$ cat src/rtl/pipe_stage_elastic.sv
// Elastic pipeline stage register: ctrl+data over valid/ready, optional 2-entry skid buffer.
// Latency: 1 cycle from accept to out_*; 1 entry/cycle sustained while out_ready=1.
// Backpressure: SKID=1 registers in_ready (low only when skid slot full); SKID=0 in_ready = !out_valid || out_ready.
module pipe_stage_elastic #(
  parameter int                 DATA_W   = 64,
  parameter int                 CTRL_W   = 16,
  parameter logic [DATA_W-1:0]  NOP_DATA = {DATA_W{1'b0}},
  parameter bit                 SKID     = 1'b1,
  parameter int                 CNT_W    = 16
) (
  input  logic              clk,
  input  logic              rst,
  input  logic              flush,
  input  logic              in_valid,
  output logic              in_ready,
  input  logic [CTRL_W-1:0] in_ctrl,
  input  logic [DATA_W-1:0] in_data,
  output logic              out_valid,
  input  logic              out_ready,
  output logic [CTRL_W-1:0] out_ctrl,
  output logic [DATA_W-1:0] out_data,
  output logic [1:0]        occupancy,
  output logic [CNT_W-1:0]  stall_cycles
);

  // EMPTY: nothing held. ONE: main register valid. FULL: main and skid valid.
  typedef enum logic [1:0] {
    ST_EMPTY = 2'd0,
    ST_ONE   = 2'd1,
    ST_FULL  = 2'd2
  } state_t;

  // What the main register loads at the next edge.
  typedef enum logic [1:0] {
    M_HOLD    = 2'd0,
    M_LOAD_IN = 2'd1,
    M_LOAD_S  = 2'd2,
    M_CLEAR   = 2'd3
  } m_sel_t;

  // What the skid register loads at the next edge.
  typedef enum logic [1:0] {
    S_HOLD    = 2'd0,
    S_LOAD_IN = 2'd1,
    S_CLEAR   = 2'd2
  } s_sel_t;

  state_t            r_state;
  state_t            w_state_nxt;
  m_sel_t            w_m_sel;
  s_sel_t            w_s_sel;

  logic [CTRL_W-1:0] r_m_ctrl;
  logic [DATA_W-1:0] r_m_data;
  logic [CTRL_W-1:0] r_s_ctrl;
  logic [DATA_W-1:0] r_s_data;
  logic              r_in_rdy;
  logic [CNT_W-1:0]  r_stall;

  logic              w_out_valid;
  logic              w_in_ready;
  logic              w_accept;
  logic              w_deliver;

  // The main register is the head entry; it is valid whenever anything is held.
  assign w_out_valid = (r_state != ST_EMPTY);

  // With the skid buffer, in_ready comes straight from a flop so the upstream
  // ready path is cut; without it, ready looks through to out_ready.
  assign w_in_ready  = SKID ? r_in_rdy : (!w_out_valid || out_ready);

  assign w_accept    = in_valid && w_in_ready;
  assign w_deliver   = w_out_valid && out_ready;

  // Next-state and register load selection; flush overrides every handshake.
  always_comb begin
    w_state_nxt = r_state;
    w_m_sel     = M_HOLD;
    w_s_sel     = S_HOLD;
    if (flush) begin
      w_state_nxt = ST_EMPTY;
      w_m_sel     = M_CLEAR;
      w_s_sel     = S_CLEAR;
    end else begin
      case (r_state)
        ST_EMPTY: begin
          if (w_accept) begin
            w_state_nxt = ST_ONE;
            w_m_sel     = M_LOAD_IN;
          end
        end
        ST_ONE: begin
          if (w_accept && w_deliver) begin
            w_m_sel     = M_LOAD_IN;
          end else if (w_accept) begin
            // Only reachable with the skid buffer: the head is stuck, park the
            // new entry behind it.
            if (SKID) begin
              w_state_nxt = ST_FULL;
              w_s_sel     = S_LOAD_IN;
            end
          end else if (w_deliver) begin
            w_state_nxt = ST_EMPTY;
            w_m_sel     = M_CLEAR;
          end
        end
        ST_FULL: begin
          // in_ready is low here, so only a delivery can move things.
          if (w_deliver) begin
            w_state_nxt = ST_ONE;
            w_m_sel     = M_LOAD_S;
            w_s_sel     = S_CLEAR;
          end
        end
        default: begin
          w_state_nxt = ST_EMPTY;
          w_m_sel     = M_CLEAR;
          w_s_sel     = S_CLEAR;
        end
      endcase
    end
  end

  // State register.
  always_ff @(posedge clk or posedge rst) begin
    if (rst) begin
      r_state <= ST_EMPTY;
    end else begin
      r_state <= w_state_nxt;
    end
  end

  // Registered in_ready for the skid configuration: low only while the skid slot is occupied.
  always_ff @(posedge clk or posedge rst) begin
    if (rst) begin
      r_in_rdy <= 1'b1;
    end else begin
      r_in_rdy <= (w_state_nxt != ST_FULL);
    end
  end

  // Main (head) register; cleared to a bubble whenever it empties so out_* never shows stale data.
  always_ff @(posedge clk or posedge rst) begin
    if (rst) begin
      r_m_ctrl <= '0;
      r_m_data <= NOP_DATA;
    end else begin
      case (w_m_sel)
        M_LOAD_IN: begin
          r_m_ctrl <= in_ctrl;
          r_m_data <= in_data;
        end
        M_LOAD_S: begin
          r_m_ctrl <= r_s_ctrl;
          r_m_data <= r_s_data;
        end
        M_CLEAR: begin
          r_m_ctrl <= '0;
          r_m_data <= NOP_DATA;
        end
        default: begin
          r_m_ctrl <= r_m_ctrl;
          r_m_data <= r_m_data;
        end
      endcase
    end
  end

  // Skid register; holds the entry that arrived while the head was back-pressured.
  always_ff @(posedge clk or posedge rst) begin
    if (rst) begin
      r_s_ctrl <= '0;
      r_s_data <= NOP_DATA;
    end else begin
      case (w_s_sel)
        S_LOAD_IN: begin
          r_s_ctrl <= in_ctrl;
          r_s_data <= in_data;
        end
        S_CLEAR: begin
          r_s_ctrl <= '0;
          r_s_data <= NOP_DATA;
        end
        default: begin
          r_s_ctrl <= r_s_ctrl;
          r_s_data <= r_s_data;
        end
      endcase
    end
  end

  // Saturating count of cycles the head entry was refused; flush leaves it alone.
  always_ff @(posedge clk or posedge rst) begin
    if (rst) begin
      r_stall <= '0;
    end else if (w_out_valid && !out_ready && (r_stall != {CNT_W{1'b1}})) begin
      r_stall <= r_stall + CNT_W'(1);
    end
  end

  assign in_ready     = w_in_ready;
  assign out_valid    = w_out_valid;
  assign out_ctrl     = r_m_ctrl;
  assign out_data     = r_m_data;
  assign occupancy    = (r_state == ST_FULL) ? 2'd2 :
                        (r_state == ST_ONE)  ? 2'd1 : 2'd0;
  assign stall_cycles = r_stall;

endmodule

$ cat config.mk
export PLATFORM = sky130hd
export DESIGN_NAME = pipe_stage_elastic
export DESIGN_NICKNAME = d
export VERILOG_FILES = /design/src/rtl/pipe_stage_elastic.sv
export SDC_FILE = /design/constraint.sdc
export NUM_CORES = 1
export LEC_CHECK = 0
export ABC_AREA = 1
export BUFFER_PORTS_ARGS = -buffer_cell sky130_fd_sc_hd__clkbuf_2
export CAP_MARGIN = 20
export CELL_PAD_IN_SITES_DETAIL_PLACEMENT = 0
export CELL_PAD_IN_SITES_GLOBAL_PLACEMENT = 1
export CORE_UTILIZATION = 36
export DETAILED_ROUTE_END_ITERATION = 12
export PLACE_DENSITY_LB_ADDON = 0.3
export SETUP_SLACK_MARGIN = 0.5
export SLEW_MARGIN = 5
export SYNTH_ARGS = -nofsm -noshare
export SYNTH_HDL_FRONTEND = slang
export SYNTH_SLANG_ARGS = --single-unit
$ cat constraint.sdc
create_clock -name clk -period 5.2 [get_ports clk]
set_input_delay 0.52 -clock clk [delete_from_list [all_inputs] [get_ports clk]]
set_output_delay 0.52 -clock clk [all_outputs]
set_load 0.02 [all_outputs]
==> reports/qor_table.md <==
| Quantity | This run | Unit |
|---|---|---|
| Chain of cells forming the critical path | nand2_1 -> nor2_1 -> o211ai_1 -> ha_2 -> or2_2 -> buf_4 -> o21ai_0 | - |
| Width of the die | 151 | um |
| Instance count after placement with tap cells included | 1,365 | - |
| Critical-path top delay cell | sky130_fd_sc_hd__or2_2 | - |
| Setup crit end kind | register | - |
| Final Net Count | 1,197 | - |
| Number of setup buffers added after CTS | 0 | - |
| Max Fclk | 369 | MHz |
| Antenna violations before repair | 2 | - |
| Post-detailed-placement half-perimeter wirelength | 12,600 | um |
| Layout filler cell count | 2,163 | - |
| Die boundary height | 151 | um |
| Number of maximum-capacitance constraint violations | 0 | - |
| Core outline area | 21,400 | sq um |
| Leading cell types by total area after synthesis | sky130_fd_sc_hd__dfrtp_1 56%, sky130_fd_sc_hd__nand2_1 15%, sky130_fd_sc_hd__nand4_1 6.8%, sky130_fd_sc_hd__nand3_1 5.6%, sky130_fd_sc_hd__o21ai_0 5.5% | - |
| Seq cells post-synth | 179 | - |
| Buffer depth of the longest clock path | 2 | - |
| Gpl congestion | 0.782 | - |
| Arrival time worst endpoint | 3.00 | ns |
| Clock buffer count from CTS | 17 | - |
| Setup repair after global routing missed its margin | false | - |
| Main combinational cell family by area after synthesis | simple AND/OR/NAND/NOR gates | - |
| Drt total wl | 21,900 | um |
| Data required, critical path | 5.49 | ns |
| Aggregate global-route resource usage | 20.1 | % |
| Final hold slack | 0.340 | ns |
| Slew at the pin closest to its max-slew limit | 1.02 | ns |
| Number of top-level pins | 185 | - |
| Count of pins over their slew limit | 0 | - |
| Unique cell type count in the Yosys netlist | 22 | - |
| Final TNS setup | 0 | ns |
| Proportion of synthesized flip-flops having asynchronous set or reset | 100 | % |
| Commonest register cell after synthesis | sky130_fd_sc_hd__dfrtp_1 | - |
| Outcome | complete, no violations | - |
| Post-synth top area cell | sky130_fd_sc_hd__dfrtp_1 | - |
| Leakage dissipation | 5.05 | nW |
| Share of the clock period used by the worst path | 52.1 | % |
| CTS HTree Levels | 4 | - |
| Area Growth Syn to Fin | 22.1 | % |
| Drt first-iter violations | 480 | - |
| First-pass GRT wire length | 35,300 | um |
| Total power draw | 0.00359 | W |
| Adder and majority cell fraction of the synthesized area | 0.315 | % |
| CTS Root Cell | sky130_fd_sc_hd__clkbuf_16 | - |
| Worst-path fanout max | 48 | - |
| Worst rel slew slack | 31.7 | % |
| Port Buf Inserts | 184 | - |
| Worst-case register-to-register setup slack | 2.49 | ns |
| Clock latency of the later-clocked register in the worst-skew pair | 0.42 | ns |
| Total of warnings raised by yosys | 0 | - |
| Number of vias per cell | 4.95 | - |
| Final setup vio count | 0 | - |
| Clock tree from TritonCTS | done | - |
| Final Hold Fails | 0 | - |
| Post-Synthesis Net Count | 1,046 | - |
| Layout Cells excl Fill | 1,399 | - |
| Type of the setup path with the least slack | register to register | - |
| Register clock-pin slew on the reported worst setup and hold paths | 0.07 | ns |
| Critical path capture point | r_s_ctrl[14]$_DFFE_PP0P_ | - |
| Pwr per Cell Area | 371 | nW/um^2 |
| Die outline area | 22,700 | sq um |
| Multiplexer share of the synthesized area | 0 | % |
| Launch point of the worst reg-to-reg path | in_ready$_DFF_PP1_ | - |
| Cells after Synth | 959 | - |
| Final critical path time including I/O delays and setup | 2.71 | ns |
| Post-synthesis compound-gate area fraction | 6.11 | % |
| Endpoint of the worst-slack reg-to-reg timing path | r_s_ctrl[14]$_DFFE_PP0P_ | - |
| Xor-xnor portion of the synthesized cell area | 0.772 | % |
| Number of resized instances in the post-cts repair step | 0 | - |
| WL/cell | 15.6 | um |
| Synth Area in Simple Gates | 28.6 | % |
| Worst hold path type | input port to register | - |
| Number of hold buffers added after CTS | 0 | - |
| Depth of the worst register-to-register path | 7 | - |
| Combined area of the multi-input logic cells | 2880 | sq um |
| Delay of the slowest critical-path stage | 0.71 | ns |
| Number of DRC violations after detailed routing | 0 | - |
| IR Drop Worst-Case VDD | 0.162 | mV |
| Synthesized area per cell | 8.28 | sq um |
| Remaining global-route overflow | 0 | - |
| Initial core utilization | 37.2 | % |
| Layout cell share with drive strength beyond 1 | 21.2 | % |
| CP startpoint kind | register | - |
| Worst setup path startpoint | in_ready$_DFF_PP1_ | - |
| Share of the synthesized area in the top cell type | 56.1 | % |
| Via count of the first global-routing pass | 6,745 | - |
| Worst Clk Skew | 0.0115 | ns |
| Vias | 6,930 | - |
| Post-detailed-route count of antenna-violating nets | 0 | - |
| Post-synthesis instance area | 7940 | sq um |
| Sequential standard cell area | 4480 | sq um |
| Maximum number of pins on one net before global-route repair | 180 | - |
| Number of cell rows | 53 | - |
| Drt pass-1 iters | 5 | - |
| Clock sinks | 179 | - |
| Sequential share of the synthesized area | 56.4 | % |
| Number of enable-type register cells in the synthesized netlist | 0 | - |
## cells by family (layout without fill, tap and decap cells)
logic type,after synthesis,count (layout)
AO/OA/AOI/OAI,94,94
other,0,1
XOR/XNOR,7,7
buffers and inverters,161,325
flip-flops,179,179
AND/OR/NAND/NOR,516,516
adder cells (fa/ha/maj),2,2
## registers in the layout, indices dropped and copies added, names as in the netlist
register	count
r_state	2
stall_cycles	16
r_s_ctrl	16
out_data	64
out_ctrl	16
r_s_data	64
in_ready	1
## routing by layer
layer | share of wire (%) | wire [um] | track usage, % | up-vias
met1 | 48 | 10500 | 27.9 | 3286
li1 | - | - | - | 3420
met3 | 5.8 | 1270 | 3.97 | 16
met4 | 1.3 | 280 | 5.86 | 0
met2 | 45 | 9870 | 31.5 | 208
met5 | 0 | 0 | 0 | -
## how the worst min path moves through the flow
stage,from,cells past startpoint,end
after floorplan,r_s_data[23]$_DFFE_PP0P_,2,r_s_data[23]$_DFFE_PP0P_
after global placement,r_s_data[14]$_DFFE_PP0P_,2,r_s_data[14]$_DFFE_PP0P_
after detailed placement,r_s_data[13]$_DFFE_PP0P_,2,r_s_data[13]$_DFFE_PP0P_
after CTS,in_ctrl[5],3,r_s_ctrl[5]$_DFFE_PP0P_
after global routing,in_ctrl[12],3,r_s_ctrl[12]$_DFFE_PP0P_
final,in_data[3],3,r_s_data[3]$_DFFE_PP0P_
## cells in the mapped netlist, types with 2 or more instances
master                     number
sky130_fd_sc_hd__nand2_1      312
sky130_fd_sc_hd__ha_1           2
sky130_fd_sc_hd__nand3_1       89
sky130_fd_sc_hd__o21ai_2        2
sky130_fd_sc_hd__clkbuf_1      42
sky130_fd_sc_hd__xnor2_1        5
sky130_fd_sc_hd__buf_1          8
sky130_fd_sc_hd__inv_2          5
sky130_fd_sc_hd__o21ai_0       88
sky130_fd_sc_hd__inv_1         96
sky130_fd_sc_hd__a21boi_0       2
sky130_fd_sc_hd__xor2_1         2
sky130_fd_sc_hd__dfrtp_1      178
sky130_fd_sc_hd__nor2_1        26
sky130_fd_sc_hd__buf_2         10
sky130_fd_sc_hd__nand4_1       86
## through the flow
stage / area [sq um] / setup WS [ns] / utilization [%]
3_3_place_gp: 9070 / 2.37 / 42.5
2_1_floorplan: 7950 / 2.39 / -
6_report: 9700 / 2.49 / 45.4
4_1_cts: 9680 / 2.40 / 45.3
5_1_grt: 9700 / 2.23 / 45.4
3_5_place_dp: 9070 / 2.31 / 42.5
## cells in the final DEF, fill, tap and decap left out, drive strengths merged
cell type	count
bufinv	2
nand2	312
xnor2	5
o21ai	90
diode	1
clkbuf	203
a21boi	2
or2	1
clkinvlp	1
clkinv	6
ha	2
dfstp	1
dfrtp	178
xor2	2
nand4	86
o211ai	1
a21oi	1
buf	8
nand3	90
inv	105
nor2	27
## worst max-delay path, delay by kind of cell, from the launching register on
family,cells,cell delay (ns)
DFF,1,0.53
adders and majority gates,1,0.33
buffers and inverters,1,0.45
AOI/OAI and AO/OA,2,0.26
and+or+nand+nor,3,1.01
## where the power goes
part,total (W),leakage [nW],internal (W),switching [W]
Sequential,0.00169,2.32,0.00157,0.000120
Clock,0.00131,0.300,0.000744,0.000568
Combinational,0.000589,2.43,0.000186,0.000403
Total,0.00359,5.05,0.00250,0.00109
## cell type report
| class | instances | area share (%) |
|---|---|---|
| well taps | 275 | 3.55 |
| clock inverters | 13 | 1.52 |
| repair buffers | 192 | 10.4 |
| diodes | 1 | 0.0258 |
| flip-flops and latches | 179 | 46.2 |
| clock buffers | 19 | 4.67 |
| inverters | 101 | 3.95 |
| multi-input cells | 619 | 29.7 |
No activity file was read; power rests on OpenSTA's default activity.
